### src/rtl/uart_rx_fifo.sv
// 16x-oversampling 8N1 UART receiver with a first-word-fall-through receive FIFO.
// Define UART_RX_PARITY_EN for 8E1 frames with a sticky parity_err output.
module uart_rx_fifo #(
  parameter int unsigned CLOCK_FREQ = 50000000,
  parameter int unsigned BAUD_RATE  = 9600,
  parameter int unsigned FIFO_DEPTH = 8
) (
  input  logic                          clk,
  input  logic                          rst,
  input  logic                          rx,
  input  logic                          rd_en,
  input  logic                          clr_err,
  output logic [7:0]                    rd_data,
  output logic                          empty,
  output logic                          full,
  output logic [$clog2(FIFO_DEPTH):0]   count,
  output logic                          frame_err,
  output logic                          overrun
`ifdef UART_RX_PARITY_EN
  ,
  output logic                          parity_err
`endif
);

  localparam int unsigned DIV_RAW = CLOCK_FREQ / (BAUD_RATE * 16);
  localparam int unsigned DIV     = (DIV_RAW < 1) ? 1 : DIV_RAW;
  localparam int unsigned TICK_W  = (DIV > 1) ? $clog2(DIV) : 1;
  localparam int unsigned PTR_W   = $clog2(FIFO_DEPTH);
  localparam int unsigned CNT_W   = PTR_W + 1;

  typedef enum logic [2:0] {
    S_IDLE,
    S_START,
    S_DATA,
    S_PARITY,
    S_STOP
  } state_e;

  state_e              state_q, state_d;
  logic [TICK_W-1:0]   tick_cnt_q, tick_cnt_d;
  logic [3:0]          s_q, s_d;
  logic [2:0]          bit_q, bit_d;
  logic                rx_s1_q, rx_s1_d;
  logic                rx_s_q, rx_s_d;
  logic                rx_prev_q, rx_prev_d;
  logic [1:0]          smp_q, smp_d;
  logic                vote_q, vote_d;
  logic [7:0]          shift_q, shift_d;

  logic [PTR_W-1:0]    wr_ptr_q, wr_ptr_d;
  logic [PTR_W-1:0]    rd_ptr_q, rd_ptr_d;
  logic [CNT_W-1:0]    count_q, count_d;
  logic                empty_q, empty_d;
  logic                full_q, full_d;
  logic [7:0]          rd_data_q, rd_data_d;
  logic [7:0]          mem_q [FIFO_DEPTH];
  logic [7:0]          mem_d [FIFO_DEPTH];
  logic                frame_err_q, frame_err_d;
  logic                overrun_q, overrun_d;

`ifdef UART_RX_PARITY_EN
  logic                par_bad_q, par_bad_d;
  logic                parity_err_q, parity_err_d;
`endif

  logic                tick_c;
  logic                vote_c;
  logic                stop_good_c;
  logic                stop_bad_c;
  logic                push_c;
  logic                pop_c;
  logic                ovr_set_c;

  always_ff @(posedge clk) begin
    if (rst) begin
      state_q      <= S_IDLE;
      tick_cnt_q   <= '0;
      s_q          <= '0;
      bit_q        <= '0;
      rx_s1_q      <= 1'b1;
      rx_s_q       <= 1'b1;
      rx_prev_q    <= 1'b1;
      smp_q        <= '0;
      vote_q       <= 1'b0;
      shift_q      <= '0;
      wr_ptr_q     <= '0;
      rd_ptr_q     <= '0;
      count_q      <= '0;
      empty_q      <= 1'b1;
      full_q       <= 1'b0;
      rd_data_q    <= '0;
      mem_q        <= '{default: '0};
      frame_err_q  <= 1'b0;
      overrun_q    <= 1'b0;
`ifdef UART_RX_PARITY_EN
      par_bad_q    <= 1'b0;
      parity_err_q <= 1'b0;
`endif
    end else begin
      state_q      <= state_d;
      tick_cnt_q   <= tick_cnt_d;
      s_q          <= s_d;
      bit_q        <= bit_d;
      rx_s1_q      <= rx_s1_d;
      rx_s_q       <= rx_s_d;
      rx_prev_q    <= rx_prev_d;
      smp_q        <= smp_d;
      vote_q       <= vote_d;
      shift_q      <= shift_d;
      wr_ptr_q     <= wr_ptr_d;
      rd_ptr_q     <= rd_ptr_d;
      count_q      <= count_d;
      empty_q      <= empty_d;
      full_q       <= full_d;
      rd_data_q    <= rd_data_d;
      mem_q        <= mem_d;
      frame_err_q  <= frame_err_d;
      overrun_q    <= overrun_d;
`ifdef UART_RX_PARITY_EN
      par_bad_q    <= par_bad_d;
      parity_err_q <= parity_err_d;
`endif
    end
  end

  // Synchronizer, oversample tick and receive FSM.
  always_comb begin
    rx_s1_d     = rx;
    rx_s_d      = rx_s1_q;
    rx_prev_d   = rx_s_q;
    state_d     = state_q;
    s_d         = s_q;
    bit_d       = bit_q;
    smp_d       = smp_q;
    vote_d      = vote_q;
    shift_d     = shift_q;
    stop_good_c = 1'b0;
    stop_bad_c  = 1'b0;
`ifdef UART_RX_PARITY_EN
    par_bad_d   = par_bad_q;
`endif

    tick_c     = (tick_cnt_q == TICK_W'(DIV - 1));
    tick_cnt_d = tick_c ? '0 : tick_cnt_q + TICK_W'(1);
    // Samples at s=7 and s=8 are stored; the s=9 sample is the live rx_s.
    vote_c     = (smp_q[1] & smp_q[0]) | (smp_q[1] & rx_s_q) | (smp_q[0] & rx_s_q);

    if (state_q == S_IDLE) begin
      if (rx_prev_q && !rx_s_q) begin
        state_d    = S_START;
        s_d        = '0;
        tick_cnt_d = '0;
      end
    end else if (tick_c) begin
      if (s_q == 4'd7 || s_q == 4'd8) begin
        smp_d = {smp_q[0], rx_s_q};
      end
      if (s_q == 4'd9) begin
        vote_d = vote_c;
      end
      s_d = s_q + 4'd1;

      case (state_q)
        S_START: begin
          if (s_q == 4'd15) begin
            if (!vote_q) begin
              state_d = S_DATA;
              bit_d   = '0;
            end else begin
              state_d = S_IDLE;
            end
          end
        end
        S_DATA: begin
          if (s_q == 4'd15) begin
            shift_d = {vote_q, shift_q[7:1]};
            bit_d   = bit_q + 3'd1;
            if (bit_q == 3'd7) begin
`ifdef UART_RX_PARITY_EN
              state_d = S_PARITY;
`else
              state_d = S_STOP;
`endif
            end
          end
        end
`ifdef UART_RX_PARITY_EN
        S_PARITY: begin
          if (s_q == 4'd15) begin
            par_bad_d = (^shift_q) ^ vote_q;
            state_d   = S_STOP;
          end
        end
`endif
        // Stop bit is decided at mid-sample so a following start edge is not missed.
        S_STOP: begin
          if (s_q == 4'd9) begin
            state_d     = S_IDLE;
            s_d         = '0;
            stop_good_c = vote_c;
            stop_bad_c  = !vote_c;
          end
        end
        default: begin
          state_d = S_IDLE;
        end
      endcase
    end
  end

  // Receive FIFO with registered first-word-fall-through head and sticky flags.
  always_comb begin
    wr_ptr_d  = wr_ptr_q;
    rd_ptr_d  = rd_ptr_q;
    count_d   = count_q;
    mem_d     = mem_q;
    rd_data_d = rd_data_q;

    pop_c     = rd_en && !empty_q;
    push_c    = stop_good_c && (!full_q || pop_c);
    ovr_set_c = stop_good_c && full_q && !rd_en;

    if (push_c) begin
      mem_d[wr_ptr_q] = shift_q;
      wr_ptr_d        = wr_ptr_q + PTR_W'(1);
    end
    if (pop_c) begin
      rd_ptr_d = rd_ptr_q + PTR_W'(1);
    end
    case ({push_c, pop_c})
      2'b10:   count_d = count_q + CNT_W'(1);
      2'b01:   count_d = count_q - CNT_W'(1);
      default: count_d = count_q;
    endcase

    empty_d = (count_d == '0);
    full_d  = (count_d == CNT_W'(FIFO_DEPTH));

    if (empty_d) begin
      rd_data_d = '0;
    end else if (push_c && (rd_ptr_d == wr_ptr_q)) begin
      rd_data_d = shift_q;
    end else begin
      rd_data_d = mem_q[rd_ptr_d];
    end

    // Setting a flag wins over a simultaneous clear.
    frame_err_d = clr_err ? 1'b0 : frame_err_q;
    overrun_d   = clr_err ? 1'b0 : overrun_q;
    if (stop_bad_c) begin
      frame_err_d = 1'b1;
    end
    if (ovr_set_c) begin
      overrun_d = 1'b1;
    end
`ifdef UART_RX_PARITY_EN
    parity_err_d = clr_err ? 1'b0 : parity_err_q;
    if (stop_good_c && par_bad_q) begin
      parity_err_d = 1'b1;
    end
`endif
  end

  assign rd_data   = rd_data_q;
  assign empty     = empty_q;
  assign full      = full_q;
  assign count     = count_q;
  assign frame_err = frame_err_q;
  assign overrun   = overrun_q;
`ifdef UART_RX_PARITY_EN
  assign parity_err = parity_err_q;
`endif

endmodule
### config.mk
export PLATFORM = sky130hd
export DESIGN_NAME = uart_rx_fifo
export DESIGN_NICKNAME = d
export VERILOG_FILES = /design/src/rtl/uart_rx_fifo.sv
export SDC_FILE = /design/constraint.sdc
export NUM_CORES = 1
export LEC_CHECK = 0
export ABC_CLOCK_PERIOD_IN_PS = 3500
export CORE_ASPECT_RATIO = 1.5
export CORE_MARGIN = 8
export CORE_UTILIZATION = 45
export CTS_CLUSTER_SIZE = 20
export DETAILED_ROUTE_END_ITERATION = 10
export PLACE_DENSITY = 0.59
export REMOVE_ABC_BUFFERS = 1
export SYNTH_ARGS = -nofsm -noshare
export SYNTH_HDL_FRONTEND = slang
export SYNTH_SLANG_ARGS = --single-unit
### constraint.sdc
create_clock -name clk -period 3.5 [get_ports clk]
set_input_delay 0.7 -clock clk [delete_from_list [all_inputs] [get_ports clk]]
set_output_delay 0.7 -clock clk [all_outputs]
set_load 0.01 [all_outputs]
-- After elaboration in Yosys (flattened, before gate mapping)
Cells that the tools add are included.
W data, S select, Z words.
- bits in writable memories: 0
- output and inout port bits: 16
- memory bits (read-only): 0
- word-level logic and storage cells: 133
- memories: 0
- bits in registers: 119
- bits in latches: 0
- bitwise gates (word level): 8
- mux-type cells: 41
- add/sub/neg operators: 7
- reductions and logical operators: 27
- shift operators: 0
- multipliers: 0
- order comparisons: 3
- divide/modulo/power cells: 0
- equal/unequal tests: 21
- operator list (cell ; number):
    $bwmux W64 ; 1
    $mux W3 ; 11
    $mux W8 ; 4
    $mux W9 ; 3
    $bmux W8 S3 ; 1
    $demux W8 S3 ; 1
    $mux W4 ; 5
    $eq A4 B4 Y1 const B ; 4
    $ne A3 B3 Y1 const B ; 4
    $reduce_and A6 Y1 ; 2
    $mux W1 ; 11
    $add A3 B1 Y3 const B ; 3
    $add A9 B1 Y9 const B ; 1
    $eq A9 B9 Y1 const B ; 1
    $pmux W3 S3 ; 1
    $add A4 B1 Y4 const B ; 2
    $ge A4 B4 Y1 const B ; 2
    $not A3 Y4 ; 2
    $pmux W4 S2 ; 1
    $reduce_bool A2 Y1 ; 4
    $logic_and A1 B1 Y1 ; 7
    $eq A3 B3 Y1 const B ; 2
    $ne A2 B2 Y1 const B ; 3
    $pmux W3 S2 ; 1
    other kinds (21) ; 30

-- Logic depth before layout (Yosys ltp)
Gate-level depths: netlist of the first run.
- depth after elaboration: 12
- depth in mapped cells: 15

-- Worst setup path before layout of the first run
Ideal clock, no wire load.
- path type: input -> register
- from: input rd_en
- to: register rd_data_q[0] (netlist: rd_data[0])
- stages: 12
- buffers on the path: 2
- setup slack: 0.529 ns
- arrival time: 2.841 ns
- path through: nand2b_1 -> buf_2 -> nand2_1 -> nand3_1 -> ha_1 -> nand2b_1 -> or4b_1 -> a31oi_1 -> xnor2_1 -> a31o_1 -> clkbuf_1 -> a21oi_1
- word-level cells in the longest chain between the ends: 7
- elaborated cells on any way between the ends: 16
- those cells by class: 3 x eq/ne; 6 x mux; 1 x bitwise; 6 x reduce/logical
- RTL lines (item ; line ; source):
    start: declaration ; 11 ; input logic rd_en,
    $logic_and A1 B1 Y1 * ; 219 ; pop_c = rd_en && !empty_q;
    $mux W3 / $logic_or A1 B1 Y1 (equally long branches) ; 227, 220 ;
    $not A3 Y4 (not written as such) / $logic_and A1 B1 Y1 (equally long branches) ; 244, 220 ;
    $bmux W8 S3, or another cell as far along ; 244 ; rd_data_d = mem_q[rd_ptr_d];
    $mux W8 (not written as such) / $pmux W4 S2 (equally long branches) ; 244, 230 ;
    $mux W8 (not written as such) / $logic_not A4 Y1 (equally long branches) ; 244, 236 ;
    $mux W8 / $reduce_or A2 Y1 (equally long branches) ; - ;
    end signal: assignment ; 115 ; rd_data_q <= rd_data_d;
    end: declaration ; 55 ; logic [7:0] rd_data_q, rd_data_d;
Mark *: on every way between the ends. The rest lies on a longest branch, timed or not. The select of a mux whose other input is x is not followed.
A chain may end at the register's enable or synchronous reset.

-- Worst setup path in the final report of the first run
- from: register state_q[2]
- to: register rd_data_q[7] (netlist: rd_data[7])
- word-level cells in the longest chain between the ends: 9
- elaborated cells on any way between the ends: 13
- those cells by class: 3 x eq/ne; 5 x mux; 5 x reduce/logical
- RTL lines (item ; line ; source):
    start: declaration ; 39 ; state_e state_q, state_d;
    start signal: assignment ; 100 ; state_q <= state_d;
    $eq A3 B3 Y1 ; 163 ; case (state_q)
    $mux W1 ; 163 ;
    $mux W1 ; 154 ; end else if (tick_c) begin
    $mux W1 * ; 148 ; if (state_q == S_IDLE) begin
    $logic_and A1 B1 Y1 * ; 220 ; push_c = stop_good_c && (!full_q || pop_c);
    $eq A2 B1 Y1 / $eq A2 B2 Y1 (equally long branches) ; 230 ; case ({push_c, pop_c})
    $pmux W4 S2 ; 230 ;
    $logic_not A4 Y1 ; 236 ; empty_d = (count_d == '0);
    $reduce_or A2 Y1 (no line) ; - ;
Mark *: on every way between the ends. The rest lies on a longest branch, timed or not.

==> results.cfg, run 1 <==
[yosys]
yosysSeqAreaShare_pct = 44.0
ys_ff_latch = 119
syn_area_sq_mm = 0.00542
synth-compound-area-share_pct = 9.33
yosys_warnings = 0
synthCells = 627
synth_fa_ha_area_share_pct = 2.96
synth_edf_count = 0
avgSynthCellArea_sq_um = 8.64
synth-main-ff-cell = dfxtp_1
synth_top_family_by_area = simple AND/OR/NAND/NOR gates
synth.distinct_cells = 49
synthXorXnorAreaFrac_pct = 3.72
synthArstFlopShare_pct = 0
synthSimpleGateAreaFrac_pct = 24.6
synthMuxAreaShare_pct = 11.6

[floorplanning]
die_area_sq_mm = 0.0159
coreArea_sq_mm = 0.0119
die_x_um = 106
start_util_pct = 45.5
die_y_um = 150
io_pins = 21
row_count = 49

[detailed_routing]
drt_pass1_iterations = 4
ant_nets = 0
met3WireLength_um = 526
routed_via_density = 5.39
met2WireLength_um = 6800
topRoutingLayerUsed = met4
route.detailed.wl_per_inst_um = 16.1
m1WireLength_um = 5230
routed_wl_um = 13000
first_iter_violations = 149
drc = 0
via_count = 4336

[clock_network]
post_cts_buffers = 0
clk_path_buf_depth = 2
cts_tree = yes
numCtsBuffers = 17
clk_pin_slew_ps = 60
htree_levels = 4
root_buffer = clkbuf_16
worstSkewPairLatency_ps = 420
cts_num_sinks = 119

[pwr]
combPwrFrac_pct = 1.4
ir_drop_v = 0.000366
internal-power_uw = 2650
p_per_area_mw_per_mm2 = 515
switching_share_pct = 19.2
p_sw_uw = 631
pwr-share-clk_pct = 57.0
p_leak_uw = 0.00241
p_seq_share_pct = 41.6

[timing]
layout_setup_ws_ps = 385
grt_setup_unrepaired = false
clock_skew_ps = 14.6
timing.setup.tns_ps = 0
timing.slew.headroom_pct = 54.2
finalCritPeriodShare_pct = 89.0
worst_pin_slew_ps = 683
finalCriticalPeriod_ps = 3120
hold_viol_final = 0
setup_viol = 0
maxSlewViolCount = 0
timing.fmax_ghz = 0.321

[place]
portBuffers = 20
gp_congestion = 0.787
dpl_worst_slack_ps = 16.6
dp_hpwl_um = 8990

[critical_path]
end_kind = register
slowest_stage = dfxtp_1
critPathKind = reg -> reg
critPathTopFamily = simple AND/OR/NAND/NOR gates
critical_path.max_fanout = 9
slowest_delay_ps = 430
crit_required_ps = 3780
critPathLaunchType = register
critPathBufInv = 0
regToRegStartpoint = state_q[2]$_SDFFE_PP0P_
path_cells = nor3b_1 -> and3_2 -> nand3_1 -> ha_1 -> xor2_1 -> ha_1 -> a21oi_1 -> xor2_1 -> nor2_1 -> xnor2_1 -> a31o_2 -> a21oi_1
crit_arrival_ps = 3400
crit_path_start = state_q[2]$_SDFFE_PP0P_

[worst_hold_path]
hp-start = rx_s1_q$_SDFF_PP1_
hold_class = reg -> reg

[cells_and_area]
drive_above_1_share_pct = 9.82
fill_cells = 1124
n_antenna_cell = 0
syn2layout_area_growth_pct = 17.7
fin_nets = 657

[grt]
grt_pass1_vias = 4319
grt_pass1_wl_um = 21400
track_usage_pct = 17.1
gr-total-overflow = 0
grt_max_degree = 38
antenna_found_initial = 0

[status]
status = completed

[job]
maxCapViolCount = 0
metrics by stage:
| stage | instances | power [uW] | utilization (%) | hold WS [ps] | area (sq um) |
|---|---|---|---|---|---|
| 2_1_floorplan | 589 | 1410 | - | 389 | 5240 |
| 3_3_place_gp | 774 | 1440 | 48.2 | 395 | 5740 |
| 3_5_place_dp | 774 | 1440 | 48.2 | 395 | 5740 |
| 4_1_cts | 805 | 3310 | 53.6 | 408 | 6380 |
| 5_1_grt | 805 | 3380 | 53.6 | 427 | 6380 |
| 6_report | 805 | 3280 | 53.6 | 406 | 6380 |
registers in the layout, summed over array words and instances, names as in the netlist, 4 cells and up:
| name | count |
|---|---|
| mem_q | 64 |
| tick_cnt_q | 9 |
| rd_data | 8 |
| shift_q | 8 |
| count | 4 |
| s_q | 4 |
area by class of cell:
cell class	instances	area [sq um]	share of cell area (%)
clock inverters	8	143	2.24
well taps	153	191	3.00
inverters	7	26.3	0.412
clock buffers	23	498	7.81
multi-input cells	463	2840	44.5
flip-flops and latches	119	2380	37.4
repair buffers	32	298	4.67
cell usage in the layout, fill, tap and decap left out, types with 2 or more instances in the layout:
master	n
nand3_1	18
clkbuf_16	17
bufinv_16	4
clkdlybuf4s50_1	19
ha_1	12
xor2_1	13
a21oi_1	54
a32oi_1	16
or2_1	4
or3_1	10
nor2_4	2
mux2i_1	63
nor3_2	3
o21ai_0	4
inv_1	7
xnor2_1	9
or2_2	8
nand2b_1	9
clkbuf_8	5
nand4_1	2
dfxtp_1	119
nor2_1	76
and3_1	5
nand2_1	126
nand3b_1	3
o31ai_1	2
nand4b_1	2
clkinv_2	3
buf_4	11
metal layers:
metal	up-vias	global-route usage (%)
met4	0	9.96
met2	91	31.5
met3	26	3.68
met5	-	0
li1	2153	-
met1	2066	17.5
power by group through the flow:
stage	clock network (uW)	logic, uW	registers [uW]
floorplan	0	17.0	1390
global placement	0	44.0	1390
detailed placement	0	46.0	1400
CTS	1900	46.1	1370
global route	1960	51.5	1370
finish	1870	45.8	1370
Yosys cell counts, types with 5 or more instances:
library cell / count / area [sq um]
nand2_1: 126 / 473
dfxtp_1: 119 / 2380
nor2_1: 76 / 285
mux2i_1: 63 / 631
a21oi_1: 54 / 270
clkbuf_1: 27 / 101
nand3_1: 18 / 90.1
a32oi_1: 16 / 140
xor2_1: 13 / 114
ha_1: 12 / 150
or3_1: 10 / 62.6
xnor2_1: 10 / 87.6
nand2b_1: 9 / 56.3
or2_2: 8 / 50.1
inv_1: 7 / 26.3
buf_2: 6 / 30.0
and3_1: 5 / 31.3
kinds of logic (layout without fill, tap and decap cells):
kind of cell / count (synthesis) / after routing
compound gates: 84 / 84
xor+xnor: 23 / 23
fa+ha+maj: 13 / 13
buf+inv: 45 / 70
flops: 119 / 119
mux: 63 / 63
simple gates: 280 / 280
worst paths after layout:
check	endpoint	cells past startpoint	slack, ps
min reg2reg	rx_prev_d$_SDFF_PP1_	1	410
max reg2reg	rd_data[7]$_SDFF_PP0_	12	380
max	rd_data[7]$_SDFF_PP0_	12	380
min	rx_prev_d$_SDFF_PP1_	1	410
what timing repair did:
item | in CTS | in global routing
gates resized for setup | 0 | 1
hold endpoints to repair | 0 | 0
setup endpoints to repair | 0 | 5
hold buffers | 0 | 0
Note: power is estimated with default switching activity, not from simulation.
==> inputs of run 2 (changes only) <==
- CAP_MARGIN: not set -> 20
- SLEW_MARGIN: not set -> 25
==> results of run 2 <==
No change in the layout: final DEF, timing and power equal those of run 1.
==> inputs of run 3 (changes only) <==
--- a/config.mk
+++ b/config.mk
@@ -11,6 +11,7 @@
 export CORE_MARGIN = 8
-export CORE_UTILIZATION = 45
+export CORE_UTILIZATION = 50
 export CTS_CLUSTER_SIZE = 20
 export DETAILED_ROUTE_END_ITERATION = 10
-export PLACE_DENSITY = 0.59
+export PLACE_DENSITY = 0.64
+export RECOVER_POWER = 50
 export REMOVE_ABC_BUFFERS = 1
--- a/constraint.sdc
+++ b/constraint.sdc
@@ -3,2 +3,2 @@
 set_output_delay 0.7 -clock clk [all_outputs]
-set_load 0.01 [all_outputs]
+set_load 0.005 [all_outputs]
==> run 3 against run 2 <==
Effect of this change:
- clock skew down 6.6 ps
- combinational power decreased by 4%
- register-to-register slack worse by 60 ps
- cell area fell by 1.8%
- non-clock buffer count rose by 1
- global-route usage increased by 1.5 points
- first-iteration DRC count rose by 70%
- total power fell by 6.8%
- via count grew 0.88%
- critical path depth is 1 lower
- highest routed layer unchanged
==> results.cfg, run 3 (same netlist as run 1, synthesis figures left out) <==
[worst_hold_path]
hp-start = rx_s1_q$_SDFF_PP1_
hold_class = reg -> reg
hold_depth = 1
hold-path-endpoint = rx_prev_d$_SDFF_PP1_

[place]
dp_cells = 766
gp_congestion = 0.877
dp_hpwl_um = 8800
portBuffers = 20

[critical_path]
critPathLaunchType = register
worstReg2RegEnd = rd_data[2]$_SDFF_PP0_
reg2reg_slack_ps = 320
critPathTopFamily = simple AND/OR/NAND/NOR gates
critical_path.max_fanout = 9
reg2reg_depth = 11
slowest_delay_ps = 490
slowest_stage = or4b_1
regToRegStartpoint = s_q[0]$_SDFFE_PP0P_
critPathBufInv = 0
critPathMostFrequentCell = ha_1
end_kind = register
crit_required_ps = 3780
crit_arrival_ps = 3460
critPathKind = reg -> reg
crit_path_start = s_q[0]$_SDFFE_PP0P_
path_cells = ha_1 -> and3b_1 -> and3_2 -> nand3_1 -> ha_1 -> nand2b_1 -> or4b_1 -> a31oi_1 -> xnor2_1 -> a31o_2 -> a21oi_1

[timing]
maxSlewViolCount = 0
timing.slew.headroom_pct = 14.6
finalCriticalPeriod_ps = 3180
timing.setup.tns_ps = 0
finalCritPeriodShare_pct = 90.9
grt_setup_unrepaired = false
clock_skew_ps = 8.07
timing.fmax_ghz = 0.314
worst_pin_slew_ps = 1280
setup_viol = 0
hold_viol_final = 0

[clock_network]
cts_num_sinks = 119
htree_levels = 4
clk_path_buf_depth = 2
cts_tree = yes
root_buffer = clkbuf_16
numCtsBuffers = 17
cts_hold_buf = 0
clk_pin_slew_ps = 50
worstSkewPairLatency_ps = 410

[floorplanning]
die_x_um = 101
row_count = 46
die_y_um = 143
io_pins = 21
coreArea_sq_mm = 0.0106
start_util_pct = 51.1
die_area_sq_mm = 0.0145

[cells_and_area]
drive_above_1_share_pct = 9.48
largest_registers = mem_q x64, tick_cnt_q x9
most-common-layout-cells = nand2_1 (126), dfxtp_1 (119), nor2_1 (76)
final_common_cell = nand2_1
syn2layout_area_growth_pct = 15.5
fin_nets = 658
largest-register = mem_q
fin_util_pct = 59.1
n_antenna_cell = 0
finalNonFillerCells = 798
largest_reg_flops = 64

[detailed_routing]
routed_via_density = 5.48
routed_wl_um = 12800
route.detailed.wl_per_inst_um = 16.1
ant_nets = 0
first_iter_violations = 254
drt_pass1_iterations = 5
via_count = 4374
drc = 0

[pwr]
p_leak_uw = 0.00239
power.total_uw = 3060
p_per_area_mw_per_mm2 = 489
ir_drop_v = 0.000288

[grt]
grt_pass1_vias = 4376
grt_pass1_wl_um = 21000
antenna_found_initial = 0
gr-total-overflow = 0
grt_max_degree = 29
track_usage_pct = 18.6

[job]
maxCapViolCount = 0

[status]
status = completed
-- run 3: layout make-up --
| cell class | instances | area, sq um |
|---|---|---|
| multi-input combinational | 463 | 2810 |
| sequential | 119 | 2380 |
| fill | 999 | 4330 |
| clock inverter | 14 | 135 |
| timing repair buffer | 33 | 293 |
| clock buffer | 18 | 429 |
| tap | 144 | 180 |
| inverter | 7 | 26.3 |
-- run 3: report_power, final --
| group | switching (uW) | total [uW] | internal, uW |
|---|---|---|---|
| registers | 5.69 | 1370 | 1360 |
| clock network | 613 | 1650 | 1040 |
| logic | 30.5 | 44.0 | 13.5 |
| total | 650 | 3060 | 2410 |
-- run 3: worst max-delay path by stage --
stage	to	cells past startpoint
after global placement	rd_data[4]$_SDFF_PP0_	13
after floorplan	rd_data[2]$_SDFF_PP0_	7
final	rd_data[2]$_SDFF_PP0_	11
after global routing	rd_data[2]$_SDFF_PP0_	11
after detailed placement	rd_data[2]$_SDFF_PP0_	11
after CTS	rd_data[2]$_SDFF_PP0_	10
-- run 3: timing repair --
item,4_1_cts,5_1_grt
setup endpoints to repair,0,9
setup buffers,0,0
gates resized for setup,0,2
-- run 3: worst register-to-register path: cells and delay by family (launching register included) --
kind | cells | cell delay [ps]
compound gates | 3 | 710
fa+ha+maj | 2 | 440
flops | 1 | 430
xor+xnor | 1 | 200
simple gates | 5 | 1300
-- run 3: per-stage QoR --
stage / worst slack, ps / area (sq um) / hold WS [ps]
finish: 320 / 6260 / 416
global route: 117 / 6260 / 437
CTS: 204 / 6300 / 421
detailed placement: 24.9 / 5730 / 407
global placement: 204 / 5730 / 398
floorplan: -173 / 5240 / 389
-- run 3: routing by layer --
layer	wire length, um	track usage (%)	vias up
met5	0	0	-
met4	344	8.59	0
met3	543	4.75	27
met2	6690	33.5	114
met1	5250	19.6	2072
li1	-	-	2161
